--- config.mk ---
export PLATFORM = sky130hd
export DESIGN_NAME = inv_zig_zag
export DESIGN_NICKNAME = d
export VERILOG_FILES = /design/src/rtl/inv_zig_zag.sv
export SDC_FILE = /design/constraint.sdc
export NUM_CORES = 2
export LEC_CHECK = 0
export BUFFER_PORTS_ARGS = -buffer_cell sky130_fd_sc_hd__buf_4
export CELL_PAD_IN_SITES_DETAIL_PLACEMENT = 1
export CELL_PAD_IN_SITES_GLOBAL_PLACEMENT = 2
export CORE_MARGIN = 5
export CORE_UTILIZATION = 40
export CTS_BUF_LIST = sky130_fd_sc_hd__clkbuf_16
export CTS_CLUSTER_SIZE = 8
export DETAILED_ROUTE_END_ITERATION = 12
export PLACE_DENSITY_LB_ADDON = 0.1
export SYNTH_ARGS = -nofsm -noshare
export SYNTH_HDL_FRONTEND = slang
export SYNTH_SLANG_ARGS = --single-unit
--- constraint.sdc ---
create_clock -name clk_i -period 5.61 [get_ports clk_i]
set_input_delay 0.561 -clock clk_i [delete_from_list [all_inputs] [get_ports clk_i]]
set_output_delay 0.561 -clock clk_i [all_outputs]
set_load 0.02 [all_outputs]
--- src/rtl/inv_zig_zag.sv ---
// Inverse zig-zag reorder: takes 8x8 coefficient blocks in JPEG zig-zag order
// and emits them in DCT column order (beat n = row n%8, column n/8).
// Two ping-pong register banks let one block fill while the other drains.
module inv_zig_zag #(
   parameter  int unsigned DCT_WIDTH       = 12,
   localparam int unsigned DCT_TDATA_WIDTH = ((DCT_WIDTH + 7) / 8) * 8
) (
   input  logic                         clk_i,
   input  logic                         rst_i,
   // zig-zag ordered input stream
   input  logic                         zz_i_tvalid,
   output logic                         zz_i_tready,
   input  logic [DCT_TDATA_WIDTH-1:0]   zz_i_tdata,
   input  logic                         zz_i_tlast,
   input  logic                         zz_i_tuser,
   // column ordered output stream
   output logic                         dct_o_tvalid,
   input  logic                         dct_o_tready,
   output logic [DCT_TDATA_WIDTH-1:0]   dct_o_tdata,
   output logic                         dct_o_tlast,
   output logic                         dct_o_tuser,
   output logic [DCT_TDATA_WIDTH/8-1:0] dct_o_tstrb,
   output logic [DCT_TDATA_WIDTH/8-1:0] dct_o_tkeep
);

   localparam int unsigned NB_STRB = DCT_TDATA_WIDTH / 8;
   localparam int unsigned CNT_W   = 6;

   // Zig-zag position of the coefficient at (row n%8, col n/8).
   localparam logic [CNT_W-1:0] RD_ADDR [64] = '{
      6'd0,  6'd2,  6'd3,  6'd9,  6'd10, 6'd20, 6'd21, 6'd35,
      6'd1,  6'd4,  6'd8,  6'd11, 6'd19, 6'd22, 6'd34, 6'd36,
      6'd5,  6'd7,  6'd12, 6'd18, 6'd23, 6'd33, 6'd37, 6'd48,
      6'd6,  6'd13, 6'd17, 6'd24, 6'd32, 6'd38, 6'd47, 6'd49,
      6'd14, 6'd16, 6'd25, 6'd31, 6'd39, 6'd46, 6'd50, 6'd57,
      6'd15, 6'd26, 6'd30, 6'd40, 6'd45, 6'd51, 6'd56, 6'd58,
      6'd27, 6'd29, 6'd41, 6'd44, 6'd52, 6'd55, 6'd59, 6'd62,
      6'd28, 6'd42, 6'd43, 6'd53, 6'd54, 6'd60, 6'd61, 6'd63
   };

   // FILL: read bank empty. DRAIN: read bank draining, write bank filling.
   // WAIT: write bank full, held until the read bank drains.
   typedef enum logic [1:0] {
      ST_FILL  = 2'd0,
      ST_DRAIN = 2'd1,
      ST_WAIT  = 2'd2
   } state_t;

   state_t                 r_state;
   state_t                 w_state_nxt;
   logic                   w_swap;

   logic [DCT_WIDTH-1:0]   r_bank [2][64];
   logic                   r_rd_sel;
   logic [CNT_W-1:0]       r_rd_cnt;
   logic [CNT_W-1:0]       r_wr_cnt;
   logic [1:0]             r_tlast_flag;
   logic [1:0]             r_tuser_flag;

   logic                   r_tvalid;
   logic [DCT_TDATA_WIDTH-1:0] r_tdata;
   logic                   r_tlast;
   logic                   r_tuser;

   logic                   w_wr_bank;
   logic                   w_wr_acc;
   logic                   w_wr_last;
   logic                   w_rd_acc;
   logic                   w_rd_last;
   logic                   w_rd_sel_nxt;
   logic [CNT_W-1:0]       w_rd_cnt_nxt;
   logic                   w_tvalid_nxt;
   logic [1:0]             w_tlast_flag_nxt;
   logic [1:0]             w_tuser_flag_nxt;
   logic [DCT_WIDTH-1:0]   w_rd_word;
   logic                   w_unused;

   assign w_unused  = ^zz_i_tdata;

   assign w_wr_acc  = zz_i_tvalid & zz_i_tready;
   assign w_wr_last = w_wr_acc & (r_wr_cnt == CNT_W'(63));
   assign w_rd_acc  = r_tvalid & dct_o_tready;
   assign w_rd_last = w_rd_acc & (r_rd_cnt == CNT_W'(63));

   // Control state register
   always_ff @(posedge clk_i) begin
      if (rst_i) begin
         r_state <= ST_FILL;
      end else begin
         r_state <= w_state_nxt;
      end
   end

   // Next-state and bank-swap decision
   always_comb begin
      w_state_nxt = r_state;
      w_swap      = 1'b0;
      unique case (r_state)
         ST_FILL: begin
            if (w_wr_last) begin
               w_state_nxt = ST_DRAIN;
               w_swap      = 1'b1;
            end
         end
         ST_DRAIN: begin
            if (w_wr_last && w_rd_last) begin
               w_swap = 1'b1;
            end else if (w_wr_last) begin
               w_state_nxt = ST_WAIT;
            end else if (w_rd_last) begin
               w_state_nxt = ST_FILL;
            end
         end
         ST_WAIT: begin
            if (w_rd_last) begin
               w_state_nxt = ST_DRAIN;
               w_swap      = 1'b1;
            end
         end
         default: begin
            w_state_nxt = ST_FILL;
         end
      endcase
   end

   // Input ready and write-bank target; in WAIT the draining bank is freed on its last beat
   always_comb begin
      zz_i_tready = 1'b1;
      w_wr_bank   = ~r_rd_sel;
      if (r_state == ST_WAIT) begin
         zz_i_tready = w_rd_last;
         w_wr_bank   = r_rd_sel;
      end
   end

   // Sideband flags: first beat of a block restarts the OR, later beats accumulate
   always_comb begin
      w_tlast_flag_nxt = r_tlast_flag;
      w_tuser_flag_nxt = r_tuser_flag;
      if (w_wr_acc) begin
         if (r_wr_cnt == '0) begin
            w_tlast_flag_nxt[w_wr_bank] = zz_i_tlast;
            w_tuser_flag_nxt[w_wr_bank] = zz_i_tuser;
         end else begin
            w_tlast_flag_nxt[w_wr_bank] = r_tlast_flag[w_wr_bank] | zz_i_tlast;
            w_tuser_flag_nxt[w_wr_bank] = r_tuser_flag[w_wr_bank] | zz_i_tuser;
         end
      end
   end

   // Next read position; the addressed word is never written in the same cycle
   always_comb begin
      w_rd_sel_nxt = r_rd_sel ^ w_swap;
      w_rd_cnt_nxt = r_rd_cnt + CNT_W'(w_rd_acc);
      w_tvalid_nxt = (w_state_nxt != ST_FILL);
      w_rd_word    = r_bank[w_rd_sel_nxt][RD_ADDR[w_rd_cnt_nxt]];
   end

   // Coefficient storage, written sequentially by input beat index
   always_ff @(posedge clk_i) begin
      if (!rst_i && w_wr_acc) begin
         r_bank[w_wr_bank][r_wr_cnt] <= zz_i_tdata[DCT_WIDTH-1:0];
      end
   end

   // Counters, bank select, flags and registered output beat
   always_ff @(posedge clk_i) begin
      if (rst_i) begin
         r_rd_sel     <= 1'b0;
         r_rd_cnt     <= '0;
         r_wr_cnt     <= '0;
         r_tlast_flag <= '0;
         r_tuser_flag <= '0;
         r_tvalid     <= 1'b0;
         r_tdata      <= '0;
         r_tlast      <= 1'b0;
         r_tuser      <= 1'b0;
      end else begin
         r_rd_sel     <= w_rd_sel_nxt;
         r_rd_cnt     <= w_rd_cnt_nxt;
         r_wr_cnt     <= r_wr_cnt + CNT_W'(w_wr_acc);
         r_tlast_flag <= w_tlast_flag_nxt;
         r_tuser_flag <= w_tuser_flag_nxt;
         r_tvalid     <= w_tvalid_nxt;
         r_tdata      <= w_tvalid_nxt ? DCT_TDATA_WIDTH'($signed(w_rd_word)) : '0;
         r_tlast      <= w_tvalid_nxt && (w_rd_cnt_nxt == CNT_W'(63)) && w_tlast_flag_nxt[w_rd_sel_nxt];
         r_tuser      <= w_tvalid_nxt && (w_rd_cnt_nxt == '0) && w_tuser_flag_nxt[w_rd_sel_nxt];
      end
   end

   assign dct_o_tvalid = r_tvalid;
   assign dct_o_tdata  = r_tdata;
   assign dct_o_tlast  = r_tlast;
   assign dct_o_tuser  = r_tuser;
   assign dct_o_tstrb  = {NB_STRB{1'b1}};
   assign dct_o_tkeep  = {NB_STRB{1'b1}};

endmodule
Word-level counts from Yosys, hierarchy flattened:

Memory sizes are Yosys's and may differ from the RTL's.
Index checks and enable logic that the tools add are counted.

* bits in registers: 34
* input port bits: 22
* logic and storage cells: 91
* memory bits (writable): 1536
* bits in latches: 0
* output and inout bits: 24
* memory bits (read-only): 384
* memories: 2

Memories
* r_bank: depth 2, width 768, rd ports 1, clocked after Yosys merged registers in 0, write ports 1, line 53 `logic [DCT_WIDTH-1:0] r_bank [2][64];`
* (no name shown): depth 64, width 6, rd ports 1, clocked after Yosys merged registers in 0, write ports 0, line 156 `w_rd_word = r_bank[w_rd_sel_nxt][RD_ADDR[w_rd_cnt_nxt]];`

* order comparisons: 7
* $add $sub $neg: 2
* shifts and indexed selects: 0
* eq/ne operators: 5
* reductions and logical operators: 14
* multipliers: 0
* bitwise logic cells: 12
* div/mod/pow operators: 0
* mux-type cells: 39

Operator list (count)
* 768-bit 2-to-1 mux: 1
* 12-bit binary-select mux with 6-bit select: 1
* 12-bit demux with 6-bit select: 1
* 12-bit 2-to-1 mux: 3
* 7-bit greater-or-equal comparator (second input constant): 3
* 6-bit NOT with 7-bit output: 3
* 6-bit == test (second input constant): 3
* 2-bit 2-to-1 mux: 9
* 1-bit 2-to-1 mux: 15
* 6-bit by 1-bit adder with 6-bit output: 2
* 6-bit zero test: 2
* 6-bit 2-to-1 mux: 2
* 2-bit bitwise mux: 4
* 1-bit logical AND: 8
* 7-bit by 1-bit < comparator with 1-bit output (second input constant): 1
* 2-bit case mux with 3 select lines: 1
* 1-bit AND: 4
* 1-bit by 2-bit < comparator with 1-bit output (second input constant): 2
* 1-bit case mux with 3 select lines: 1
* 2-bit by 1-bit == test with 1-bit output (second input constant): 1
* 2-bit == test (second input constant): 1
* 2-bit zero test: 1
* 1-bit NOT: 2
* 1-bit OR: 2
* 6 further kinds: 6

Longest topological paths before layout:

An unclocked memory read counts as a cell.

* word-level depth: 13
* depth in mapped cells: 23
* depth with buffers taken out: 17

Least setup slack after synthesis:

No wires, ideal clock.

* path kind: input port to flip-flop
* from: in dct_o_tready
* to: reg r_tdata[1], in the netlist dct_o_tdata[1]
* setup time: 0.129 ns
* arrival: 4.431 ns
* data required time: 5.481 ns
* path buffers: 3
* stages on the path: 18
* setup slack: 1.050 ns
* cell sequence: nand2_1 > inv_1 > ha_1 > ha_1 > ha_1 > buf_2 > or2_2 > nand2b_1 > a311o_1 > a41o_1 > and3_1 > nor2_1 > buf_2 > clkbuf_1 > mux4_2 > mux2_2 > a211oi_1 > nand3_1

* elaborated cells on any way between the ends: 30
* classes of those cells: add/sub: 1; mux: 16; bitwise: 8; reduce/logical: 3; memory: 2

RTL lines
* start, declared: line 18 `input logic dct_o_tready,`
* 1-bit AND: line 82 `assign w_rd_acc = r_tvalid & dct_o_tready;`
* 6-bit by 1-bit adder with 6-bit output: line 154 `w_rd_cnt_nxt = r_rd_cnt + CNT_W'(w_rd_acc);`
* named net w_rd_cnt_nxt[1]: line 71 `logic [CNT_W-1:0] w_rd_cnt_nxt;`
* 6-bit NOT with 7-bit output (implied by the code): line 156
* memory read 64 x 6 bit
* 6-bit 2-to-1 mux (implied by the code) (2 in a row): line 156
* 6-bit NOT with 7-bit output (implied by the code): line 156
* 12-bit binary-select mux with 6-bit select: line 156
* 12-bit 2-to-1 mux (implied by the code) (2 in a row): line 156
* end signal, assigned: line 185 `r_tdata <= w_tvalid_nxt ? DCT_TDATA_WIDTH'($signed(w_rd_word)) : '0;`
* end, declared: line 61 `logic [DCT_TDATA_WIDTH-1:0] r_tdata;`

The timed path passes the listed nets, and every way through them passes these cells. The select of a mux whose other input is x is not followed.
A chain may end at the register's enable or synchronous reset.

Final worst setup path:

* from: reg r_tvalid, in the netlist dct_o_tvalid
* to: reg r_tdata[7], in the netlist dct_o_tdata[7]

* elaborated cells on any way between the ends: 30
* classes of those cells: add/sub: 1; mux: 16; bitwise: 8; reduce/logical: 3; memory: 2

RTL lines
* start, declared: line 60 `logic r_tvalid;`
* start signal, assigned: line 184 `r_tvalid <= w_tvalid_nxt;`
* 1-bit AND: line 82
* 6-bit by 1-bit adder with 6-bit output: line 154
* named net w_rd_cnt_nxt[1]: line 71
* 6-bit NOT with 7-bit output (implied by the code): line 156
* memory read 64 x 6 bit
* 6-bit 2-to-1 mux (implied by the code) (2 in a row): line 156
* 6-bit NOT with 7-bit output (implied by the code): line 156
* 12-bit binary-select mux with 6-bit select: line 156
* 12-bit 2-to-1 mux (implied by the code) (2 in a row): line 156

The timed path passes the listed nets, and every way through them passes these cells. The select of a mux whose other input is x is not followed.

==> impl_metrics.tcl <==
set metrics [dict create \
    clock.fmax_mhz 183 \
    syn-cell-area_sq_mm 0.0766 \
    drtIter0Drc 5424 \
    rr_worst_depth 18 \
    vias_per_cell 6.76 \
    power.switching_mw 5.27 \
    drt_first_pass_iters 6 \
    synth_edf_count 1536 \
    start_util_pct 40.3 \
    final_core_util_pct 46.0 \
    dp_hpwl_mm 153 \
    grt_start_max_net_pins 206 \
    ant_nets 0 \
    worst_pin_slew_ns 1.27 \
    cts_root_buffer "clkbuf_16" \
    hold_ws_ns 0.0746 \
    grt_util_all_layers_pct 25.8 \
    leakagePower_nw 26.8 \
    holdPathStages 2 \
    clock_sinks 1570 \
    start_kind "flip-flop" \
    cts_setup_buffers 0 \
    synth_top_area_share_pct 60.2 \
    drv_cap 0 \
    rows 160 \
    p_comb_share_pct 1.2 \
    routabilityCongestion 0.787 \
    p_int_mw 19.7 \
    crit_path_cell_trace "nand2_1 > inv_1 > ha_1 > ha_1 > ha_1 > buf_4 > inv_1 > a21oi_1 > a311o_1 > a41o_1 > and3_1 > or2_2 > buf_12 > o311ai_1 > a41oi_1 > o31ai_1 > buf_4 > nand3_1" \
    crit_required_ns 6.35 \
    power_frac_seq_pct 51.6 \
    finalSetupViolations 0 \
    yosysMostFrequentCell "edfxtp_1" \
    synthTopCellsByArea "edfxtp_1, a221oi_1, a22oi_1" \
    drcViolationCount 0 \
    crit_arrival_ns 6.20 \
    nets 5986 \
    antenna_found_initial 4 \
    path_max_fanout 47 \
    area_delta_synth_final_pct 14.1 \
    port_buffers 37 \
    skew_ns 0.0500 \
    synth_seq_area_share_pct 61.1 \
    finalInstanceArea_sq_mm 0.0874 \
    clockBufferDepth 3 \
    drive_gt1_share_pct 14.2 \
    endpoint_kind "flip-flop" \
    synth_top_cell_by_area "edfxtp_1" \
    die-height_um 448 \
    synthCells 5916 \
    hp-class "input port to flip-flop" \
    critical_path_buf_inv_count 5 \
    switching_share_pct 21.1 \
    cts_tree "done" \
    vdd_drop_max_mv 0.288 \
    die_w_um 448 \
    synth_flop_cell "edfxtp_1" \
    slowest_stage "o311ai_1" \
    dieArea_sq_mm 0.200 \
    crit_top_cell "ha_1" \
    ioPinCount 46 \
    grt_pass1_wl_mm 390 \
    grt_pass1_vias 58333 \
    worst_path_dominant_cell_family "compound AO/OA/AOI/OAI gates" \
    vias 57706 \
    p_clk_share_pct 47.1 \
    synthArstFlopShare_pct 0 \
    crit_type "flip-flop to flip-flop" \
    synth.avg_cell_area_sq_um 12.9 \
    clkTransAtPathRegs_ns 0.06 \
    tns_ns 0 \
    synth_cell_type_count 72 \
    drv_slew 0 \
    numCtsBuffers 215 \
    fillers 18929 \
    placed_area_sq_mm 0.0814 \
    worstSkewPairLatency_ns 0.87 \
    ys_ff_latch 1570 \
    rsz0062_at_grt "no" \
    wl_per_cell_um 31.0 \
    grt_overflow 0 \
    wl_mm 265 \
    ys_warn_count 0 \
    p_per_area_mw_per_mm2 286 \
    fin_crit_sh_pct 97.4 \
    synth_common_cells "edfxtp_1, a221oi_1, a22oi_1, clkbuf_1, a21oi_1" \
    status "completed" \
    core_sq_mm 0.190 \
    slew_headroom_pct 14.9 \
    fin_crit_ns 5.46 \
    h-tree-depth 4 \
    cp.depth 18 \
    slowest_delay_ns 0.78 \
    power.total_mw 25.0 \
    final-hold-violation-count 0 \
]
cells in the final DEF, fill, tap and decap left out, types with 10 or more instances in the layout:
master,count
a22o_1,257
nand3_1,58
nand2_1,355
a211oi_1,60
o311ai_0,10
o21ai_0,214
mux2i_1,148
a32oi_1,18
mux4_2,110
ha_1,12
a21oi_1,401
xnor2_1,12
a221oi_1,655
buf_6,12
clkinv_16,11
inv_1,62
o31ai_1,19
nand4_1,39
buf_12,58
o21ai_1,11
a22oi_1,528
and3_1,13
o311ai_1,39
a31oi_1,60
nor3_1,14
mux2_2,14
edfxtp_1,1536
a311oi_1,14
a221o_1,50
dfxtp_1,33
buf_4,389
a2111oi_2,10
a2111oi_0,101
o22ai_1,39
clkbuf_16,216
nor2_1,303
a41oi_1,12
registers in the layout, indices dropped and copies added (netlist names):
signal        flops
dct_o_tvalid      1
r_wr_cnt          6
r_bank         1536
r_rd_cnt          6
r_state           2
dct_o_tuser       1
r_tlast_flag      2
dct_o_tdata      12
r_rd_sel          1
dct_o_tlast       1
r_tuser_flag      2
worst reg2reg max path: cells and delay by family (launching register included):
family,cells,cell delay [ns]
buffers and inverters,5,0.92
flip-flops,1,0.32
AND/OR/NAND/NOR,4,0.77
AO/OA/AOI/OAI,6,2.51
adder cells (fa/ha/maj),3,0.83
path summary, 6_finish.rpt:
| kind | from | to | slack (ns) |
|---|---|---|---|
| worst max-delay path | dct_o_tvalid$_SDFF_PP0_ | dct_o_tdata[7]$_SDFF_PP0_ | 0.15 |
| worst min-delay path | rst_i | r_wr_cnt[0]$_SDFF_PP0_ | 0.07 |
| worst max register to register | dct_o_tvalid$_SDFF_PP0_ | dct_o_tdata[7]$_SDFF_PP0_ | 0.15 |
| worst min register to register | r_tlast_flag[0]$_SDFF_PP0_ | r_tlast_flag[0]$_SDFF_PP0_ | 0.48 |
through the flow:
step	setup slack, ns	cells
2_1_floorplan	1.05	5919
3_3_place_gp	-0.263	8244
3_5_place_dp	-0.268	8244
4_1_cts	0.0907	8526
5_1_grt	0.0565	8527
6_report	0.148	8531
metal layers:
metal  vias to the layer above  track usage, %  part of all wire [%]
met5                         -               0                     0
met4                         0            8.27                   3.1
met3                       342            3.35                   4.9
met2                      1658            42.4                    48
met1                     30723            35.7                    44
li1                      24983               -                     -
power by group through the flow:
stage / clock, mW / combinational, mW / sequential [mW]
after floorplan: 0 / 0.0255 / 13.1
after global placement: 0 / 0.296 / 13.1
after detailed placement: 0 / 0.307 / 13.1
after CTS: 12.1 / 0.308 / 12.9
after global routing: 12.6 / 0.320 / 12.9
final: 11.8 / 0.304 / 12.9
timing repair:
item / CTS / global route
hold buffers: 2 / 0
resized for setup: 0 / 4
setup endpoints to repair: 0 / 4
hold endpoints to repair: 4 / 0
layout make-up:
type	instances	area, sq um	area share [%]
Sequential cell	1570	46800	53.6
Clock inverter	64	551	0.630
Inverter	15	56.3	0.0644
Multi-Input combinational cell	3689	27200	31.1
Tap cell	2511	3140	3.59
Clock buffer	216	5410	6.18
Antenna cell	5	12.5	0.0143
Timing Repair Buffer	461	4240	4.85
cell families (layout without fill, tap and decap cells):
family	Yosys count	count (layout)	synth area share, %
compound gates	2545	2545	24.9
flops	1570	1570	61.1
simple gates	835	835	4.57
buf+inv	660	756	3.54
mux	273	273	5.41
xor+xnor	20	20	0.248
fa+ha+maj	12	12	0.196
other cells	1	9	0.00490
Power figures use the tool's default switching activity.
